## src/rtl/da2_pkg.sv

```systemverilog
// -----------------------------------------------------------------------------
// da2_pkg
// Shared types and constants for the Pmod DA2 serial transmitter.
//   state_t     : transmitter FSM states (IDLE, SHIFT, GAP)
//   FRAME_BITS  : bits per DAC frame
//   DATA_BITS   : bits per sample code
//   PD_NORMAL   : power-down field for normal operation
//   build_frame : assembles one 16-bit frame {00, pd, sample}
// -----------------------------------------------------------------------------
package da2_pkg;

    typedef enum logic [1:0] {
        IDLE  = 2'd0,
        SHIFT = 2'd1,
        GAP   = 2'd2
    } state_t;

    localparam int         FRAME_BITS = 16;
    localparam int         DATA_BITS  = 12;
    localparam logic [1:0] PD_NORMAL  = 2'b00;

    function automatic logic [FRAME_BITS-1:0] build_frame(
        input logic [1:0]           pd,
        input logic [DATA_BITS-1:0] sample
    );
        return {2'b00, pd, sample};
    endfunction

endpackage

```

## src/rtl/da2_sclk_gen.sv

```systemverilog
// -----------------------------------------------------------------------------
// da2_sclk_gen
// Divides the system clock into the DAC serial clock. Each bit period is
// CLK_DIV cycles: SCLK high for the first half, low for the second half.
// While disabled the divider sits at the start of a period with SCLK high.
// Ports:
//   i_clk        system clock
//   i_rst_n      asynchronous active-low reset
//   i_en         run the divider (high while shifting)
//   o_sclk       registered serial clock level, idles high
//   o_bit_start  high in the first cycle of a bit period
//   o_bit_end    high in the last cycle of a bit period
// -----------------------------------------------------------------------------
module da2_sclk_gen #(
    parameter int CLK_DIV = 4
) (
    input  logic i_clk,
    input  logic i_rst_n,
    input  logic i_en,
    output logic o_sclk,
    output logic o_bit_start,
    output logic o_bit_end
);

    localparam int            DW   = $clog2(CLK_DIV);
    localparam logic [DW-1:0] LAST = DW'(CLK_DIV - 1);
    localparam logic [DW-1:0] HALF = DW'(CLK_DIV / 2);

    logic [DW-1:0] r_div;
    logic [DW-1:0] w_div_next;

    always_comb begin
        w_div_next = '0;
        if (i_en && (r_div != LAST)) begin
            w_div_next = r_div + 1'b1;
        end
    end

    // SCLK is registered from the next divider value so the level lines up
    // with the divider position in the same cycle.
    always_ff @(posedge i_clk or negedge i_rst_n) begin
        if (!i_rst_n) begin
            r_div  <= '0;
            o_sclk <= 1'b1;
        end else begin
            r_div  <= w_div_next;
            o_sclk <= (w_div_next < HALF);
        end
    end

    assign o_bit_start = i_en && (r_div == '0);
    assign o_bit_end   = i_en && (r_div == LAST);

endmodule

```

## src/rtl/pmod_da2_tx.sv

```systemverilog
// -----------------------------------------------------------------------------
// pmod_da2_tx
// Two-channel serial transmitter for the 12-bit Pmod DAC. One sample pair is
// accepted per VALID/READY handshake, framed as {00, pd, sample} and shifted
// out MSB first on DINA/DINB under a shared active-low SYNC.
// Optional feature macro: DA2_PD_EN (adds i_pd; otherwise pd bits are 00).
// Ports:
//   i_clk       system clock
//   i_rst_n     asynchronous active-low reset
//   i_sample_a  channel A code (unsigned, 12 bits)
//   i_sample_b  channel B code (unsigned, 12 bits)
//   i_pd        power-down bits (only with DA2_PD_EN)
//   i_valid     sample pair valid
//   o_ready     transmitter can accept a sample pair
//   o_sclk      serial clock, idles high
//   o_sync      frame select, active low
//   o_dina      serial data channel A
//   o_dinb      serial data channel B
//   o_done      one-cycle pulse when a frame completes
// -----------------------------------------------------------------------------
module pmod_da2_tx
    import da2_pkg::*;
#(
    parameter int CLK_DIV    = 4,
    parameter int GAP_CYCLES = 2
) (
    input  logic                 i_clk,
    input  logic                 i_rst_n,
    input  logic [DATA_BITS-1:0] i_sample_a,
    input  logic [DATA_BITS-1:0] i_sample_b,
`ifdef DA2_PD_EN
    input  logic [1:0]           i_pd,
`endif
    input  logic                 i_valid,
    output logic                 o_ready,
    output logic                 o_sclk,
    output logic                 o_sync,
    output logic                 o_dina,
    output logic                 o_dinb,
    output logic                 o_done
);

    localparam int            GW       = (GAP_CYCLES > 1) ? $clog2(GAP_CYCLES) : 1;
    localparam logic [GW-1:0] GAP_LAST = GW'(GAP_CYCLES - 1);

    state_t                r_state;
    state_t                w_state_next;
    logic [FRAME_BITS-1:0] r_sh_a;
    logic [FRAME_BITS-1:0] r_sh_b;
    logic [3:0]            r_bit_cnt;
    logic [GW-1:0]         r_gap_cnt;

    logic                  w_capture;
    logic                  w_last_bit;
    logic                  w_gap_done;
    logic                  w_sclk_en;
    logic                  w_bit_start;
    logic                  w_bit_end;
    logic [1:0]            w_pd;
    logic [FRAME_BITS-1:0] w_frame_a;
    logic [FRAME_BITS-1:0] w_frame_b;

`ifdef DA2_PD_EN
    assign w_pd = i_pd;
`else
    assign w_pd = PD_NORMAL;
`endif

    assign w_frame_a  = build_frame(w_pd, i_sample_a);
    assign w_frame_b  = build_frame(w_pd, i_sample_b);

    assign w_capture  = (r_state == IDLE) && i_valid;
    assign w_sclk_en  = (r_state == SHIFT);
    assign w_last_bit = w_bit_end && (r_bit_cnt == 4'd0);
    assign w_gap_done = (r_state == GAP) && (r_gap_cnt == GAP_LAST);
    assign o_ready    = (r_state == IDLE);

    da2_sclk_gen #(
        .CLK_DIV (CLK_DIV)
    ) u_sclk_gen (
        .i_clk       (i_clk),
        .i_rst_n     (i_rst_n),
        .i_en        (w_sclk_en),
        .o_sclk      (o_sclk),
        .o_bit_start (w_bit_start),
        .o_bit_end   (w_bit_end)
    );

    always_ff @(posedge i_clk or negedge i_rst_n) begin
        if (!i_rst_n) begin
            r_state <= IDLE;
        end else begin
            r_state <= w_state_next;
        end
    end

    always_comb begin
        w_state_next = r_state;
        case (r_state)
            IDLE:    if (w_capture)  w_state_next = SHIFT;
            SHIFT:   if (w_last_bit) w_state_next = GAP;
            GAP:     if (w_gap_done) w_state_next = IDLE;
            default: w_state_next = IDLE;
        endcase
    end

    // The DIN registers are loaded at the edge that opens a bit period
    // (bit_end of the previous one). The shift registers advance one cycle
    // later, on bit_start, so their MSB is already the next bit by then.
    always_ff @(posedge i_clk or negedge i_rst_n) begin
        if (!i_rst_n) begin
            r_sh_a    <= '0;
            r_sh_b    <= '0;
            r_bit_cnt <= 4'd0;
            o_sync    <= 1'b1;
            o_dina    <= 1'b0;
            o_dinb    <= 1'b0;
            o_done    <= 1'b0;
        end else begin
            o_done <= w_last_bit;
            if (w_capture) begin
                r_sh_a    <= w_frame_a;
                r_sh_b    <= w_frame_b;
                o_dina    <= w_frame_a[FRAME_BITS-1];
                o_dinb    <= w_frame_b[FRAME_BITS-1];
                o_sync    <= 1'b0;
                r_bit_cnt <= 4'd15;
            end else if (r_state == SHIFT) begin
                if (w_bit_start) begin
                    r_sh_a <= {r_sh_a[FRAME_BITS-2:0], 1'b0};
                    r_sh_b <= {r_sh_b[FRAME_BITS-2:0], 1'b0};
                end
                if (w_bit_end) begin
                    if (r_bit_cnt == 4'd0) begin
                        o_sync <= 1'b1;
                        o_dina <= 1'b0;
                        o_dinb <= 1'b0;
                    end else begin
                        o_dina    <= r_sh_a[FRAME_BITS-1];
                        o_dinb    <= r_sh_b[FRAME_BITS-1];
                        r_bit_cnt <= r_bit_cnt - 4'd1;
                    end
                end
            end
        end
    end

    // The DONE cycle is the first GAP cycle, so the counter starts at zero there.
    always_ff @(posedge i_clk or negedge i_rst_n) begin
        if (!i_rst_n) begin
            r_gap_cnt <= '0;
        end else if (r_state == GAP) begin
            r_gap_cnt <= r_gap_cnt + 1'b1;
        end else begin
            r_gap_cnt <= '0;
        end
    end

endmodule

```

## config.mk

```make
export PLATFORM = sky130hd
export DESIGN_NAME = pmod_da2_tx
export DESIGN_NICKNAME = d
export VERILOG_FILES = /design/src/rtl/da2_pkg.sv /design/src/rtl/da2_sclk_gen.sv /design/src/rtl/pmod_da2_tx.sv
export SDC_FILE = /design/constraint.sdc
export NUM_CORES = 1
export LEC_CHECK = 0
export CORE_ASPECT_RATIO = 0.8
export CORE_MARGIN = 5
export CORE_UTILIZATION = 31
export CTS_BUF_LIST = sky130_fd_sc_hd__clkbuf_16
export DETAILED_ROUTE_END_ITERATION = 6
export GPL_TIMING_DRIVEN = 0
export SYNTH_ARGS = -nofsm -noshare
export SYNTH_HDL_FRONTEND = slang
export SYNTH_SLANG_ARGS = --single-unit
```

## constraint.sdc

```tcl
create_clock -name i_clk -period 3.54 [get_ports i_clk]
set_input_delay 0.354 -clock i_clk [delete_from_list [all_inputs] [get_ports i_clk]]
set_output_delay 0.354 -clock i_clk [all_outputs]
set_load 0.1 [all_outputs]
```

==> After elaboration in Yosys (flattened, before gate mapping) <==
Cells that the tools add are included.
{ "op_classes": {"muxes": 28, "add_sub_neg": 3, "order_cmp": 1, "n_reduce_logical": 18, "eq_ne": 8} }
{ "ops": {"columns": ["cell", "count"], "rows": [
  ["16-bit two-way mux", 6],
  ["4-bit two-way mux", 4],
  ["1-bit two-way mux", 13],
  ["3-bit AND reduction", 3],
  ["2-bit two-way mux", 4],
  ["2-bit inequality test (second input constant)", 4],
  ["2-bit nonzero test", 4],
  ["1-bit logical AND", 6],
  ["2-bit case mux with 3 select lines", 1],
  ["2-bit == test (second input constant)", 2],
  ["2-bit zero test", 2],
  ["4-bit zero test", 1],
  ["2-bit AND reduction", 2],
  ["4-bit by 1-bit subtractor with 4-bit output (second input constant)", 1],
  ["2-bit by 1-bit adder with 2-bit output (second input constant)", 1],
  ["2-bit by 1-bit == test with 1-bit output (second input constant)", 1],
  ["2-bit less-than comparator (second input constant)", 1],
  ["2-bit by 1-bit inequality test with 1-bit output (second input constant)", 1],
  ["1-bit adder (second input constant)", 1]
]} }
{ "totals": {"ff_bits": 46, "input_bits": 27, "word_cells": 69, "output_inout_bits": 6} }

==> Logic depth before layout (Yosys ltp) <==
Gate-level depths: netlist of the first run.
{ "logic_depth": {"depth_word": 5, "ltp_mapped": 7, "ltp_nobuf": 5} }

==> Modules after synthesis <==
A second synthesis of the first run with hierarchy kept.
{ "hier_totals": {"cells_unflattened": 154, "hier_area_um2": 2053.2} }
{ "by_module_without_submodules": {"columns": ["mod", "area_each_um2", "cells_per_inst", "n_inst", "seq_area_each_um2"], "rows": [
  ["pmod_da2_tx", 1901.8, 142, 1, 1077.3],
  ["da2_sclk_gen", 151.4, 12, 1, 76.3]
]} }

==> Worst setup path after synthesis of the first run <==
OpenSTA, ideal clock, no wires.
{ "synth_timing": {"path_type": "flip-flop to flip-flop", "from": "reg r_state[0]", "to": "reg o_dina", "stages_incl_launch_ff": 5, "setup_ns": 0.122, "period_less_slack_ns": 2.501, "t_required_ns": 3.418, "t_arrival_ns": 2.379, "n_path_buf": 1, "setup_slack_ns": 1.039, "path_cell_list": "dfrtp_1 > buf_6 > nor2_1 > nand2_1 > a32o_1"} }
{ "synth_between": {"elab_chain_cells": 4, "word_cells_on_any_way": 8, "classes_between": "eq/ne: 1; mux: 1; reduce/logical: 6"} }
{ "synth_rtl": {"columns": ["item", "line", "rtl"], "rows": [
  ["start: declaration", "pmod_da2_tx.sv:46", "state_t r_state;"],
  ["start signal: assignment", "pmod_da2_tx.sv:93", "r_state <= w_state_next;"],
  ["2-bit zero test *", null, null],
  ["net o_ready", "pmod_da2_tx.sv:35", "output logic o_ready,"],
  ["1-bit logical AND *", "pmod_da2_tx.sv:72", "assign w_capture = (r_state == IDLE) && i_valid;"],
  ["2-bit nonzero test (no line)", null, null],
  ["2-bit AND reduction (no line)", null, null],
  ["end signal: assignment", "pmod_da2_tx.sv:124", "o_dina <= w_frame_a[FRAME_BITS-1];"],
  ["end signal: assignment", "pmod_da2_tx.sv:139", "o_dina <= r_sh_a[FRAME_BITS-1];"],
  ["end: declaration", "pmod_da2_tx.sv:38", "output logic o_dina,"]
]} }
The timed path passes the listed nets; every way through them passes the cells marked *.
A chain may end at the register's enable or synchronous reset.

==> Final worst setup path of the first run <==
{ "layout_timing": {"from": "reg r_state[0]", "to": "out o_ready"} }
{ "layout_between": {"elab_chain_cells": 1} }
{ "layout_rtl": {"columns": ["item", "line", "rtl"], "rows": [
  ["2-bit zero test", "pmod_da2_tx.sv:76", "assign o_ready = (r_state == IDLE);"],
  ["end: declaration", "pmod_da2_tx.sv:35", null]
]} }
No other way between the ends.

==> results of run 1 <==
## per-stage QoR
step	hold WS [ns]	utilization [%]	cells
2_1_floorplan	0.0584	-	152
3_3_place_gp	0.402	38.2	268
3_5_place_dp	0.378	38.5	269
4_1_cts	0.0623	40.8	277
5_1_grt	0.0882	40.8	277
6_report	0.0422	40.8	277
## critical path: stages, from the launching register on
cell             delay [ns]
dfrtp_1                0.37
buf_6                  0.13
nor2_1                 0.13
clkdlybuf4s50_1        1.15
## cell type report
cell class              instances  area [sq um]  area share, %
flip-flops and latches         46          1150           44.5
multi-input cells              91           716           27.6
repair buffers                 33           335           12.9
clock buffers                   5           125           4.83
plain buffers                  10           113           4.35
well taps                      84           105           4.06
clock inverters                 3          25.0          0.966
inverters                       5          18.8          0.724
## sequential cells by signal (all words and copies together), names as in the netlist
signal	flops
r_sh_a	16
r_sh_b	16
r_bit_cnt	4
r_state	2
u_sclk_gen.r_div	2
o_dina	1
o_dinb	1
o_done	1
o_sync	1
r_gap_cnt	1
u_sclk_gen.o_sclk	1
## cells in the mapped netlist, drive strengths merged
| cell type | number |
|---|---|
| a21o | 22 |
| dfrtp | 44 |
| nor3b | 2 |
| inv | 5 |
| and3b | 2 |
| ha | 3 |
| a22o | 32 |
| or2b | 1 |
| o21ai | 1 |
| a21oi | 2 |
| nand3b | 1 |
| dfstp | 2 |
| or2 | 1 |
| nand3 | 1 |
| buf | 10 |
| a211oi | 2 |
| o21a | 1 |
| or3b | 1 |
| nand2 | 3 |
| a32o | 2 |
| and2 | 2 |
| nor3 | 3 |
| o41ai | 1 |
| nand4b | 1 |
| a31oi | 1 |
| nor2 | 6 |
## power by group through the flow
stage / combinational, uW / sequential, uW / clock, uW
final: 746 / 821 / 474
after global routing: 816 / 842 / 509
after CTS: 760 / 820 / 491
after detailed placement: 759 / 827 / 0
after global placement: 740 / 825 / 0
after floorplan: 457 / 926 / 0
## worst max path at each step
stage | end | slack, ns | cells after the start
2_1_floorplan | o_dina | 1.04 | 4
5_1_grt | o_ready | 1.04 | 2
6_report | o_ready | 1.11 | 3
3_3_place_gp | u_sclk_gen.r_div[0] | 0.75 | 1
4_1_cts | o_ready | 1.09 | 3
3_5_place_dp | o_ready | 1.42 | 3
## cell families (layout without fill, tap and decap cells)
logic type / count (synthesis) / in the layout
AO/OA/AOI/OAI: 64 / 64
adder cells (fa/ha/maj): 3 / 3
AND/OR/NAND/NOR: 24 / 24
flip-flops: 46 / 46
buffers and inverters: 15 / 56
## metal layers
metal  GRT usage [%]  vias up
met2            15.8       24
met5               0        -
met4            3.27        0
met3            3.57        4
met1            14.4      676
li1                -      647
==> flow_summary.toml, run 1 <==
[global_routing]
grt_pass1_vias = 1450
antenna_found_initial = 0
track_usage_pct = 10.6
grt_max_degree = 25
grt_first_pass_wirelength_um = 6840
grt-ovfl-total = 0

[critical_path]
startpoint_type = "flop"
cp_data_arrival_time_ns = 2.08
critPathLaunch = "r_state[0]"
r2r_setup_slack_ns = 1.79
required_ns = 3.19
worstSetupPathType = "reg -> out"
endpoint_kind = "primary output"
reg2reg_depth = 5
worstReg2RegEnd = "o_dina"
r2r_start = "r_bit_cnt[0]"
cp_max_fo = 8

[route]
wirelength_um = 3970
drcViolationCount = 0
drt_first_pass_iters = 4
wl_met2_um = 1730
vias = 1351
post_drt_wl_per_cell_um = 14.3
drt_iter0_drc = 47
via_per_inst = 4.88
wl_met3_um = 197
drt-met1-wl_um = 2010
highest_layer = "met4"
detail-route-antenna-nets = 0

[clocking]
clkTransAtPathRegs_ns = 0.07
ctsResizeCount = 0
cts.htree.levels = 2
cts_tree = "done"
clock_latency_ns = 0.29
cts-root-buf = "clkbuf_16"
clkSinkCount = 46
cts_setup_buffers = 0
cts_buffers = 5
holdBufCountCts = 0
clock_path_buffers = 2

[floorplan]
dieArea_sq_mm = 0.00817
fp.dieH_um = 81.9
rows = 26
initial_core_util_pct = 31.5
core_sq_mm = 0.00634
ios = 33
die_x_um = 99.8

[synthesis]
synthXorXnorAreaFrac_pct = 0
yosysSeqAreaShare_pct = 57.7
syn_area_sq_mm = 0.00200
yosysWarnings = 0
synth-simple-area-share_pct = 7.88
yosys-top-cells-area = "dfrtp_1 55%, a22o_1 13%, a21o_1 8.3%"
avgSynthCellArea_sq_um = 13.2
synth_fa_ha_area_share_pct = 1.88
yosysTopAreaCell = "dfrtp_1"
syn_inst = 152
synth-compound-area-share_pct = 26.0
synth_seq_cells = 46
synth_mux_area_share_pct = 0
synth_top_family_by_area = "compound AO/OA/AOI/OAI gates"
ys_types = 30
yosysTopAreaCellShare_pct = 55.0
synth_nets = 182

[place]
dp_slack_ns = 1.42
place_area_sq_mm = 0.00244
gp_congestion = 0.724
hpwl_um = 2830
port_buffers = 32

[timing]
setup_ws_ns = 1.11
finalSetupViolations = 0
period_minus_slack_ns = 2.43
fmax_mhz = 412
finalMaxSlewViolations = 0
setup_tns_ns = 0
rsz0062_at_grt = "false"
hold_viol = 0
fin_worst_skew_ns = 0.00726
timing.final.crit_share_pct = 68.6
max_slew_margin_pct = 35.1
tightest_slew_ns = 0.970

[pwr]
p_sw_uw = 737
power.total_uw = 2040
combPwrFrac_pct = 36.5
internal_power_uw = 1300
p_seq_share_pct = 40.2
p_leak_uw = 0.00135
clock_power_share_pct = 23.2
swShare_pct = 36.1
power.density_mw_per_mm2 = 788
irDropWorstVdd_mv = 0.464

[finish]
layout_commonest_cell = "dfrtp_1"
insertedDiodeCount = 0
drive_above_1_share_pct = 15.0
area_growth_pct = 29.5
final_cell_mix = "44 x dfrtp_1, 31 x clkdlybuf4s50_1, 30 x a22o_1, 22 x a21o_1, 10 x buf_6"
nets = 222
nFillCells = 615
fin_area_sq_mm = 0.00259

[run]
cap_viol_max_count = 0

[run_status]
status = "finished clean"

[worst_hold_path]
hp-class = "in -> async"
(Power assumes the default switching activity.)
==> inputs of run 2 (changes only) <==
clock period = 2.35 ns   (was 3.54 ns; I/O delays follow)
==> flow_summary.toml, run 2 (synthesized netlist as in run 1, its figures left out) <==
[run_status]
status = "finished clean"

[critical_path]
required_ns = 2.12
path_delay_family = "buffers and inverters"
cp_max_fo = 2
critical_path_buf_inv_count = 1
worstSetupPathType = "reg -> out"
cp_cell_sequence = "clkdlybuf4s50_1"
endpoint_kind = "primary output"
startpoint_type = "flop"
slowest_delay_ns = 1.12
r2r_setup_slack_ns = 0.61
cp_data_arrival_time_ns = 1.94
cp_slowest_cell = "clkdlybuf4s50_1"

[finish]
largestRegisters = "r_sh_a: 16 flops, r_sh_b: 16 flops, r_bit_cnt: 4 flops"
fin_area_sq_mm = 0.00263
area_growth_pct = 31.6
insertedDiodeCount = 0
nets = 223
nFillCells = 630
layout_commonest_cell = "dfrtp_1"
final_cell_mix = "44 x dfrtp_1, 30 x a22o_1, 30 x clkdlybuf4s50_1, 22 x a21o_1, 10 x buf_6"
drive_above_1_share_pct = 15.5
final_cell_count_no_fill = 278

[clocking]
clkSinkCount = 46
cts_setup_buffers = 0
cts.htree.levels = 2
clock_latency_ns = 0.29
clkTransAtPathRegs_ns = 0.06
cts_buffers = 5
cts_tree = "done"
clock_path_buffers = 2
cts-root-buf = "clkbuf_16"

[floorplan]
rows = 26
ios = 33
die_x_um = 99.8
dieArea_sq_mm = 0.00817
core_sq_mm = 0.00634
initial_core_util_pct = 31.5
fp.dieH_um = 81.9

[place]
hpwl_um = 2770
place_area_sq_mm = 0.00245
port_buffers = 32
placed_cells = 269
gp_congestion = 0.660

[global_routing]
grt_pass1_vias = 1445
track_usage_pct = 10.9
grt_first_pass_wirelength_um = 6870
antenna_found_initial = 0
grt-ovfl-total = 0
grt_max_degree = 27

[timing]
finalMaxSlewViolations = 0
max_slew_margin_pct = 35.1
period_minus_slack_ns = 2.18
fin_worst_skew_ns = 0.00538
fmax_mhz = 460
hold_viol = 0
tightest_slew_ns = 0.970
fin_hold_ws_ns = 0.408
rsz0062_at_grt = "false"
finalSetupViolations = 0
timing.final.crit_share_pct = 92.6

[route]
drcViolationCount = 0
drt_iter0_drc = 34
via_per_inst = 4.86
detail-route-antenna-nets = 0
post_drt_wl_per_cell_um = 14.1
vias = 1351
wirelength_um = 3910
drt_first_pass_iters = 3

[pwr]
p_leak_uw = 0.00138
power.density_mw_per_mm2 = 1200
irDropWorstVdd_mv = 0.665
power.total_uw = 3150

[worst_hold_path]
hp-class = "reg -> reg"

[run]
cap_viol_max_count = 0
-- run 2: power by group --
group          switching, uW  internal [uW]
clock network            301            501
logic                    619            494
registers                163           1070
total                   1080           2070
-- run 2: what timing repair did --
item / in CTS / in global routing
hold buffers: 1 / 0
endpoints found under the setup margin: 0 / 1
resized for setup: 0 / 1
endpoints found under the hold margin: 23 / 0
-- run 2: path summary, 6_finish.rpt --
check                        startpoint   endpoint  depth (start not counted)
setup reg to reg           r_bit_cnt[0]     o_dina                          5
max in group asynchronous       i_rst_n  r_sh_b[9]                          3
hold / removal                r_gap_cnt  r_gap_cnt                          1
setup / recovery                 o_sync     o_sync                          1
hold reg to reg               r_gap_cnt  r_gap_cnt                          1
min in group asynchronous       i_rst_n  r_sh_a[6]                          2
-- run 2: per-layer routing --
metal	global-route usage, %	vias up	share of wire (%)
met5	0	-	0
met4	4.91	0	1.8
met3	3.74	7	5.5
met2	15.9	24	43
met1	14.5	666	50
li1	-	654	-
-- run 2: stage by stage --
step | util [%] | setup TNS (ns) | worst slack (ns)
floorplan | - | 0 | 0.396
global placement | 38.3 | -13.54 | -0.310
detailed placement | 38.6 | 0 | 0.381
CTS | 41.5 | 0 | 0.0520
global route | 41.5 | 0 | 0.137
finish | 41.5 | 0 | 0.174
-- run 2: area by class of cell --
cell class | instances | area (sq um) | share of cell area, %
Clock buffer | 5 | 125 | 4.75
Multi-Input combinational cell | 91 | 718 | 27.3
Tap cell | 84 | 105 | 3.99
Inverter | 5 | 18.8 | 0.713
Clock inverter | 3 | 45.0 | 1.71
Buffer | 10 | 113 | 4.28
Sequential cell | 46 | 1150 | 43.8
Timing Repair Buffer | 34 | 355 | 13.5
==> inputs of run 3 (changes only) <==
RECOVER_POWER = 100   (was default)
SYNTH_HIERARCHICAL = 1   (was default)
==> flow_summary.toml, run 3 <==
[critical_path]
cp_max_fo = 8
reg2reg_depth = 5
critPathLaunch = "r_state[0]"
startpoint_type = "flop"
r2r_setup_slack_ns = 0.21
r2r_start = "r_state[1]"
endpoint = "o_ready"
required_ns = 2.12
cp_data_arrival_time_ns = 2.04
endpoint_kind = "primary output"
worstSetupPathType = "reg -> out"
worstReg2RegEnd = "r_bit_cnt[3]"

[synthesis]
syn_inst = 154
yosysTopAreaCell = "dfrtp_1"
avgSynthCellArea_sq_um = 13.3
synthFlopType = "dfrtp_1"
synth_nets = 184
yosys-top-cells-area = "dfrtp_1 54%, a22o_1 12%, a21o_1 8.0%"
syn_area_sq_mm = 0.00205
synth_seq_cells = 46
yosysWarnings = 6
yosysSeqAreaShare_pct = 56.2
yosysTopAreaCellShare_pct = 53.6
yosys.cell_count.top_type = "dfrtp_1"
synth_common_cells = "44 x dfrtp_1, 29 x a22o_1, 22 x a21o_1"
synth-edff-count = 0
synthArstFlopShare_pct = 100
ys_types = 34

[place]
gp_congestion = 0.782
hpwl_um = 2860
placed_cells = 271
port_buffers = 32

[finish]
area_growth_pct = 27.4
layout_commonest_cell = "dfrtp_1"
largestRegisters = "r_sh_a: 16 flops, r_sh_b: 16 flops, r_bit_cnt: 4 flops"
multi_input_area_sq_um = 763
drive_above_1_share_pct = 13.8
final_cell_mix = "44 x dfrtp_1, 29 x a22o_1, 26 x clkdlybuf4s50_1, 22 x a21o_1, 8 x buf_6"
seq_area_sq_mm = 0.00115
insertedDiodeCount = 0
final_cell_count_no_fill = 280
nFillCells = 618
nets = 225

[pwr]
combPwrFrac_pct = 47.2
irDropWorstVdd_mv = 0.407
p_sw_uw = 1460
p_seq_share_pct = 34.4
clock_power_share_pct = 18.4
p_leak_uw = 0.00132
swShare_pct = 38.9
power.density_mw_per_mm2 = 1430
internal_power_uw = 2290

[clocking]
clkTransAtPathRegs_ns = 0.06
clock_path_buffers = 2
cts-root-buf = "clkbuf_16"
cts_setup_buffers = 0
clkSinkCount = 46
cts.htree.levels = 2
cts_buffers = 5
ctsResizeCount = 0
cts_tree = "done"
clock_latency_ns = 0.29

[global_routing]
grt_pass1_vias = 1431
grt_max_degree = 36
grt_first_pass_wirelength_um = 6970
track_usage_pct = 10.9
antenna_found_initial = 0
grt-ovfl-total = 0

[route]
via_per_inst = 4.81
drcViolationCount = 0
drt_iter0_drc = 53
wirelength_um = 4080
drt_first_pass_iters = 4
vias = 1347
post_drt_wl_per_cell_um = 14.6
detail-route-antenna-nets = 0

[run]
cap_viol_max_count = 0

[worst_hold_path]
hp-class = "reg -> reg"

[floorplan]
initial_core_util_pct = 32.0
rows = 26
ios = 33
die_x_um = 101
core_sq_mm = 0.00641
dieArea_sq_mm = 0.00836
fp.dieH_um = 82.8

[timing]
fmax_mhz = 440
tightest_slew_ns = 0.987
max_slew_margin_pct = 34.0
fin_worst_skew_ns = 0.00741
rsz0062_at_grt = "false"
hold_viol = 0
setup_tns_ns = 0
finalSetupViolations = 0
period_minus_slack_ns = 2.27
finalMaxSlewViolations = 0
timing.final.crit_share_pct = 96.7

[run_status]
status = "finished clean"
-- run 3: power by group through the flow --
stage                     clock [uW]  sequential (uW)  combinational (uW)
after floorplan                    0             1470                1270
after global placement             0             1300                1820
after detailed placement           0             1300                1860
after CTS                        709             1290                1860
after global routing             750             1320                1940
final                            690             1290                1770
-- run 3: worst min-delay path by stage --
| stage | end | slack, ns | start | cells past startpoint |
|---|---|---|---|---|
| 2_1_floorplan | o_dina | -0.06 | i_rst_n | 0 |
| 3_3_place_gp | r_gap_cnt | 0.40 | r_gap_cnt | 1 |
| 3_5_place_dp | o_dina | 0.14 | i_rst_n | 1 |
| 4_1_cts | o_dina | 0.39 | i_rst_n | 2 |
| 5_1_grt | r_gap_cnt | 0.42 | r_gap_cnt | 1 |
| 6_report | r_gap_cnt | 0.41 | r_gap_cnt | 1 |
-- run 3: timing repair --
| item | 4_1_cts | 5_1_grt |
|---|---|---|
| endpoints found under the setup margin | 0 | 0 |
| hold buffers | 1 | 0 |
| hold endpoints to repair | 9 | 0 |
-- run 3: per-layer routing --
layer | share of wire, % | wire [um] | track usage (%)
met1 | 52 | 2110 | 14.8
met2 | 42 | 1730 | 16.2
met3 | 4.6 | 187 | 3.34
met4 | 1.3 | 54 | 4.38
met5 | 0 | 0 | 0
-- run 3: layout make-up --
cell class	instances	share of cell area [%]
multi-input combinational	93	29.2
sequential	46	44.1
inverter	4	0.574
timing repair buffer	34	12.6
clock buffer	5	4.78
buffer	11	3.92
clock inverter	3	0.813
tap	84	4.02
-- run 3: kinds of logic (layout without fill, tap and decap cells) --
family	count (synthesis)	in the layout	share of synthesized area [%]
AO/OA/AOI/OAI	60	60	24.1
buffers and inverters	15	57	6.40
AND/OR/NAND/NOR	28	28	10.5
flip-flops	46	46	56.2
multiplexers	2	2	0.975
adder cells (fa/ha/maj)	3	3	1.83
-- run 3: critical path, cell delays in order (launching register included) --
cell             delay, ns
dfrtp_1               0.37
buf_6                 0.14
nor2_1                0.10
clkdlybuf4s50_1       1.14
-- run 3: stage by stage --
step	total power [uW]	area (sq um)	setup WS (ns)	hold WS [ns]	utilization (%)
6_report	3740	2620	0.0787	0.411	40.8
5_1_grt	4020	2620	0.0291	0.419	40.8
4_1_cts	3870	2650	0.0681	0.390	41.4
3_5_place_dp	3160	2490	0.333	0.137	38.9
3_3_place_gp	3120	2480	-0.284	0.400	38.7
2_1_floorplan	2740	2050	0.362	-0.0606	-
==> variant 1: new RTL, flow settings as in run 2 <==
The option `DA2_PD_EN` is turned on by a define.
--- a/src/rtl/pmod_da2_tx.sv
+++ b/src/rtl/pmod_da2_tx.sv
@@ -18,6 +18,8 @@
 //   o_dinb      serial data channel B
 //   o_done      one-cycle pulse when a frame completes
 // -----------------------------------------------------------------------------
+`define DA2_PD_EN
+
 module pmod_da2_tx
     import da2_pkg::*;
 #(
Interface: changed (added i_pd); port bits go from 33 to 35. The function was not compared with the original's and may differ.
==> variant 1 against run 2 <==
Wire length up 11%. Synthesized area up 0.75%. Sequential cell count unchanged. Critical path type unchanged. Power grew 8.3%. Setup slack got worse by 94 ps. Clock skew grew 0.57 ps. Cell area up 2.0%. Highest routed layer unchanged.
==> variant 1: results (changes against run 2) <==
set qor(run_status) {finished clean}
set qor(numPortBuffers) 34 ;# +6.3%
set qor(worstSetupStartpoint) {r_state[1]$_DFFE_PN0P_}
set qor(cts-root-buf) {sky130_fd_sc_hd__clkbuf_16}
set qor(filler_cell_count) 620 ;# -1.6%
set qor(synth_async_sr_flop_share_pct) 100 ;# unchanged
set qor(dp_hpwl_mm) 3.13 ;# +13%
set qor(antenna_violations_before_repair) 0 ;# unchanged
set qor(gr-usage-all-layers_pct) 11.7 ;# +0.80 points
set qor(grt_pass1_wl_mm) 7.47 ;# +8.7%
set qor(drt_iter0_drc) 58 ;# +71%
set qor(clkTransAtPathRegs_ps) 70
set qor(firstDrtPassIters) 4 ;# +1
set qor(worst_ep_arrival_time_ps) 2030 ;# +90 ps
set qor(p_leak_nw) 1.23 ;# -11%
set qor(placedInstanceArea_mm2) 0.00248 ;# +1.3%
set qor(ys_seq_area_share_pct) 57.2 ;# -0.43 points
set qor(worstPathMaxFanout) 10 ;# +8
set qor(synth_area_leaders) {sky130_fd_sc_hd__dfrtp_1, sky130_fd_sc_hd__a22o_1, sky130_fd_sc_hd__nor2_1}
set qor(worst_ir_drop_vdd_v) 0.000478 ;# -28%
set qor(depth_of_the_cts_h_tree) 2 ;# unchanged
set qor(cts_buffer_depth) 2 ;# unchanged
set qor(antenna_cells) 0 ;# unchanged
set qor(gp_congestion) 0.731 ;# +11%
set qor(number_of_gates_given_a_new_drive_strength_after_cts) 0 ;# unchanged
set qor(worstSkewPairLatency_ps) 290 ;# about the same
set qor(ys_warn_count) 0 ;# unchanged
set qor(ratio_of_cells_with_drive_above_1_in_the_final_layout_pct) 11.4 ;# -4.1 points
set qor(drt-wirelength-per-cell_um) 14.0 ;# -0.66%
set qor(clock_skew_ps) 5.95 ;# +0.575 ps
set qor(hp-class) {register to register}
set qor(total_power_mw) 3.41 ;# +8.3%
set qor(worst_pin_slew_ps) 973 ;# +2.93 ps
set qor(ys_top_cells_by_count) {sky130_fd_sc_hd__dfrtp_1, sky130_fd_sc_hd__nor2_1, sky130_fd_sc_hd__a21oi_1, sky130_fd_sc_hd__nor3_1, sky130_fd_sc_hd__a22o_1}
set qor(dominantRegCellSynth) {sky130_fd_sc_hd__dfrtp_1}
set qor(worstReg2RegStart) {r_bit_cnt[0]$_DFFE_PN0P_}
set qor(viasPerCell) 4.85 ;# -0.28%
set qor(largest_net_degree_at_the_start_of_global_routing) 25 ;# -7.4%
set qor(grt_pass1_vias) 1486 ;# +2.8%
set qor(synth.distinct_cells) 34 ;# +13%
set qor(synth_nets) 216 ;# +19%
set qor(cts_setup_buffers) 0 ;# unchanged
set qor(tritoncts.num_buffers) 5 ;# unchanged
set qor(nNetsFinal) 259 ;# +16%
set qor(biggestRegsByFlops) {r_sh_a (16), r_sh_b (16), r_bit_cnt (4)}
set qor(placement.setup.worst_slack_ps) 380 ;# -0.564 ps
set qor(worstHoldStart) {r_gap_cnt$_DFF_PN0_}
[variant 1: repair_timing]
action | CTS | global route
hold buffers | 1 | 0
setup endpoints to repair | 0 | 0
hold endpoints to repair | 20 | 0
[variant 1: per-layer routing]
metal	vias up	global-route usage [%]	wire (um)
met2	33	16.7	1850
met5	-	0	0
met4	0	4.85	73
li1	745	-	-
met3	8	3.11	223
met1	726	16.6	2220
[variant 1: kinds of logic after synthesis]
family | synth area share, %
adders and majority gates | 1.86
muxes | 0.497
buffers and inverters | 5.96
DFF | 57.2
and+or+nand+nor | 15.9
AOI/OAI and AO/OA | 18.6
[variant 1: layout make-up]
| cell class | instances | share of cell area, % |
|---|---|---|
| flip-flops and latches | 46 | 42.9 |
| multi-input cells | 120 | 27.6 |
| repair buffers | 36 | 13.9 |
| clock buffers | 5 | 4.66 |
| well taps | 84 | 3.91 |
| plain buffers | 13 | 3.77 |
| clock inverters | 3 | 2.56 |
| inverters | 5 | 0.698 |
[variant 1: stage by stage]
stage	utilization, %	hold slack (ps)	instances
global placement	38.8	401	302
finish	42.4	407	312
global route	42.4	432	312
floorplan	-	-60.6	184
detailed placement	39.2	263	303
CTS	42.4	413	312
[variant 1: power by group]
part           switching, mW  internal (mW)
combinational          0.748          0.486
clock                  0.302          0.611
sequential             0.164           1.10
total                   1.21           2.20
[variant 1: path summary, 6_finish.rpt]
kind                                                 end  slack [ps]  cells after the start
min                                  r_gap_cnt$_DFF_PN0_         410                      1
min reg2reg                          r_gap_cnt$_DFF_PN0_         410                      1
max in group asynchronous          r_sh_b[1]$_DFFE_PN0P_        1350                      3
max reg2reg                           o_dinb$_DFFE_PN0P_         640                      5
max                                              o_ready          80                      3
min in group asynchronous  u_sclk_gen.r_div[1]$_DFF_PN0_         480                      2
[variant 1: worst max-delay path, stage by stage, from the launching register on]
cell and delay [ps]:
sky130_fd_sc_hd__dfrtp_1 360, sky130_fd_sc_hd__buf_4 160, sky130_fd_sc_hd__nor2_1 90, sky130_fd_sc_hd__clkdlybuf4s50_1 1130
==> variant 2: new RTL, settings of run 2 <==
Without the edit above. Re-encode `state_t` (3 states) as one-hot, 3 bits wide.
--- a/src/rtl/da2_pkg.sv
+++ b/src/rtl/da2_pkg.sv
@@ -9,10 +9,10 @@
 // -----------------------------------------------------------------------------
 package da2_pkg;
 
-    typedef enum logic [1:0] {
-        IDLE  = 2'd0,
-        SHIFT = 2'd1,
-        GAP   = 2'd2
+    typedef enum logic [2:0] {
+        IDLE  = 3'b001,
+        SHIFT = 3'b010,
+        GAP   = 3'b100
     } state_t;
 
     localparam int         FRAME_BITS = 16;
Formal check against the unedited RTL: no difference found for any inputs over 10 cycles, from zero or initial values and one cycle with i_rst_n low; not proved beyond that.
==> variant 2 against run 2 <==
Wire length is 16% higher. Sequential share of layout area is 0.46 points lower. Largest cell class unchanged. Cell area is 3.4% higher. Setup slack worse by 74 ps. Synthesized area is 6.1% higher. First-iteration DRC count is 65% higher. Sequential cell count is 1 higher.
Power is not compared: it rests on default switching activity, and its combinational part moved more than twofold at a synthesized area within 25%.
==> variant 2: results (changes against run 2) <==
set qor(run_status) {finished clean}
set qor(worstPathMaxFanout) 10 ;# +8
set qor(synth_area_leaders) {sky130_fd_sc_hd__dfrtp_1, sky130_fd_sc_hd__nand2_1, sky130_fd_sc_hd__dfstp_2}
set qor(nNetsFinal) 271 ;# +22%
set qor(synth.distinct_cells) 35 ;# +17%
set qor(dp_hpwl_mm) 3.18 ;# +15%
set qor(detailroute.via_count) 1607 ;# +19%
set qor(placedInstanceArea_mm2) 0.00257 ;# +5.0%
set qor(placed_cells_incl_taps) 320 ;# +19%
set qor(worst_pin_slew_ps) 971 ;# +0.613 ps
set qor(ratio_of_cells_with_drive_above_1_in_the_final_layout_pct) 14.5 ;# -1.0 points
set qor(ys_seq_area_share_pct) 55.6 ;# -2.1 points
set qor(drt-wirelength-per-cell_um) 13.7 ;# -2.4%
set qor(clock_skew_ps) 4.07 ;# -1.31 ps
set qor(largest_net_degree_at_the_start_of_global_routing) 31 ;# +15%
set qor(drt_iter0_drc) 56 ;# +65%
set qor(placement.setup.worst_slack_ps) 124 ;# -257 ps
set qor(final-seq-area_mm2) 0.00118 ;# +2.3%
set qor(crit_slowest_cell) {sky130_fd_sc_hd__dlygate4sd2_1}
set qor(filler_cell_count) 669 ;# +6.2%
set qor(max_stage_delay_ps) 880 ;# -240 ps
set qor(worst_ir_drop_vdd_v) 0.000300
set qor(synthesis.instances) 200 ;# +32%
set qor(viasPerCell) 4.88 ;# +0.51%
set qor(firstDrtPassIters) 4 ;# +1
set qor(finalHoldWorstSlack_ps) 411 ;# +3.07 ps
set qor(ys_top_cells_by_count) {sky130_fd_sc_hd__dfrtp_1, sky130_fd_sc_hd__nand2_1, sky130_fd_sc_hd__nor2_1, sky130_fd_sc_hd__nand3_1}
set qor(gr-usage-all-layers_pct) 11.5 ;# +0.63 points
set qor(synth_nets) 230 ;# +26%
set qor(gp_congestion) 0.735 ;# +11%
set qor(grt_pass1_vias) 1680 ;# +16%
set qor(hp-class) {input pin to asynchronous set/reset pin}
set qor(cts-root-buf) {sky130_fd_sc_hd__clkbuf_16}
set qor(worst_ep_arrival_time_ps) 2020 ;# +80 ps
set qor(grt_pass1_wl_mm) 7.86 ;# +14%
set qor(cts_buffer_depth) 2 ;# unchanged
variant 2: cell types whose count changed after synthesis, moves of 3 or more:
cell	delta
sky130_fd_sc_hd__buf_6	-6
sky130_fd_sc_hd__nor2_1	+8
sky130_fd_sc_hd__a22o_1	-21
sky130_fd_sc_hd__buf_2	+7
sky130_fd_sc_hd__o22ai_1	+11
sky130_fd_sc_hd__nand3_1	+11
sky130_fd_sc_hd__a21o_1	-12
sky130_fd_sc_hd__buf_4	+3
sky130_fd_sc_hd__a21oi_1	+5
sky130_fd_sc_hd__nand4bb_1	+3
sky130_fd_sc_hd__nor3_1	+8
sky130_fd_sc_hd__nand2_1	+24
sky130_fd_sc_hd__o21ai_0	+3
variant 2: power by group through the flow:
| stage | clock [mW] | sequential (mW) | combinational (mW) |
|---|---|---|---|
| floorplan | 0 | 0.824 | 0.000257 |
| global placement | 0 | 0.824 | 0.0627 |
| detailed placement | 0 | 0.824 | 0.0652 |
| CTS | 0.706 | 0.809 | 0.0668 |
| global route | 0.749 | 0.808 | 0.0714 |
| finish | 0.690 | 0.809 | 0.0653 |
variant 2: logic make-up (layout without fill, tap and decap cells):
group           count (synthesis)  in the layout  synth area share [%]
compound gates                 46             46                  14.8
fa+ha+maj                       3              3                  1.77
buf+inv                        19             61                  5.72
flops                          47             47                  55.6
simple gates                   85             85                  22.2
variant 2: repair_timing:
action | 4_1_cts | 5_1_grt
hold buffers | 1 | 0
setup buffers | 0 | 0
setup endpoints to repair | 1 | 0
hold endpoints to repair | 14 | 0
resized for setup | 1 | 0
variant 2: layer usage:
metal,up-vias,share of wire [%],GRT usage [%]
met1,775,51,16.6
met2,35,43,16.1
met4,0,1.0,2.50
met5,-,0,0
met3,6,5.2,4.51
li1,791,-,-
variant 2: final timing paths:
path / startpoint / end / slack, ps
setup / recovery: r_state[0]$_DFFE_PN1P_ / o_ready / 100
hold / removal: i_rst_n / r_sh_b[8]$_DFFE_PN0P_ / 410
setup reg to reg: r_bit_cnt[0]$_DFFE_PN0P_ / o_sync$_DFFE_PN1P_ / 830
hold reg to reg: r_gap_cnt$_DFF_PN0_ / r_gap_cnt$_DFF_PN0_ / 440
max in group asynchronous: i_rst_n / r_bit_cnt[2]$_DFFE_PN0P_ / 1430
min in group i_clk: r_gap_cnt$_DFF_PN0_ / r_gap_cnt$_DFF_PN0_ / 440
variant 2: layout make-up:
class                           instances  share of cell area, %
Timing Repair Buffer                   34                   12.6
Tap cell                               87                   4.00
Inverter                                5                  0.689
Buffer                                 14                   3.77
Clock buffer                            5                   4.60
Multi-Input combinational cell        134                   30.4
Clock inverter                          3                  0.597
Sequential cell                        47                   43.3
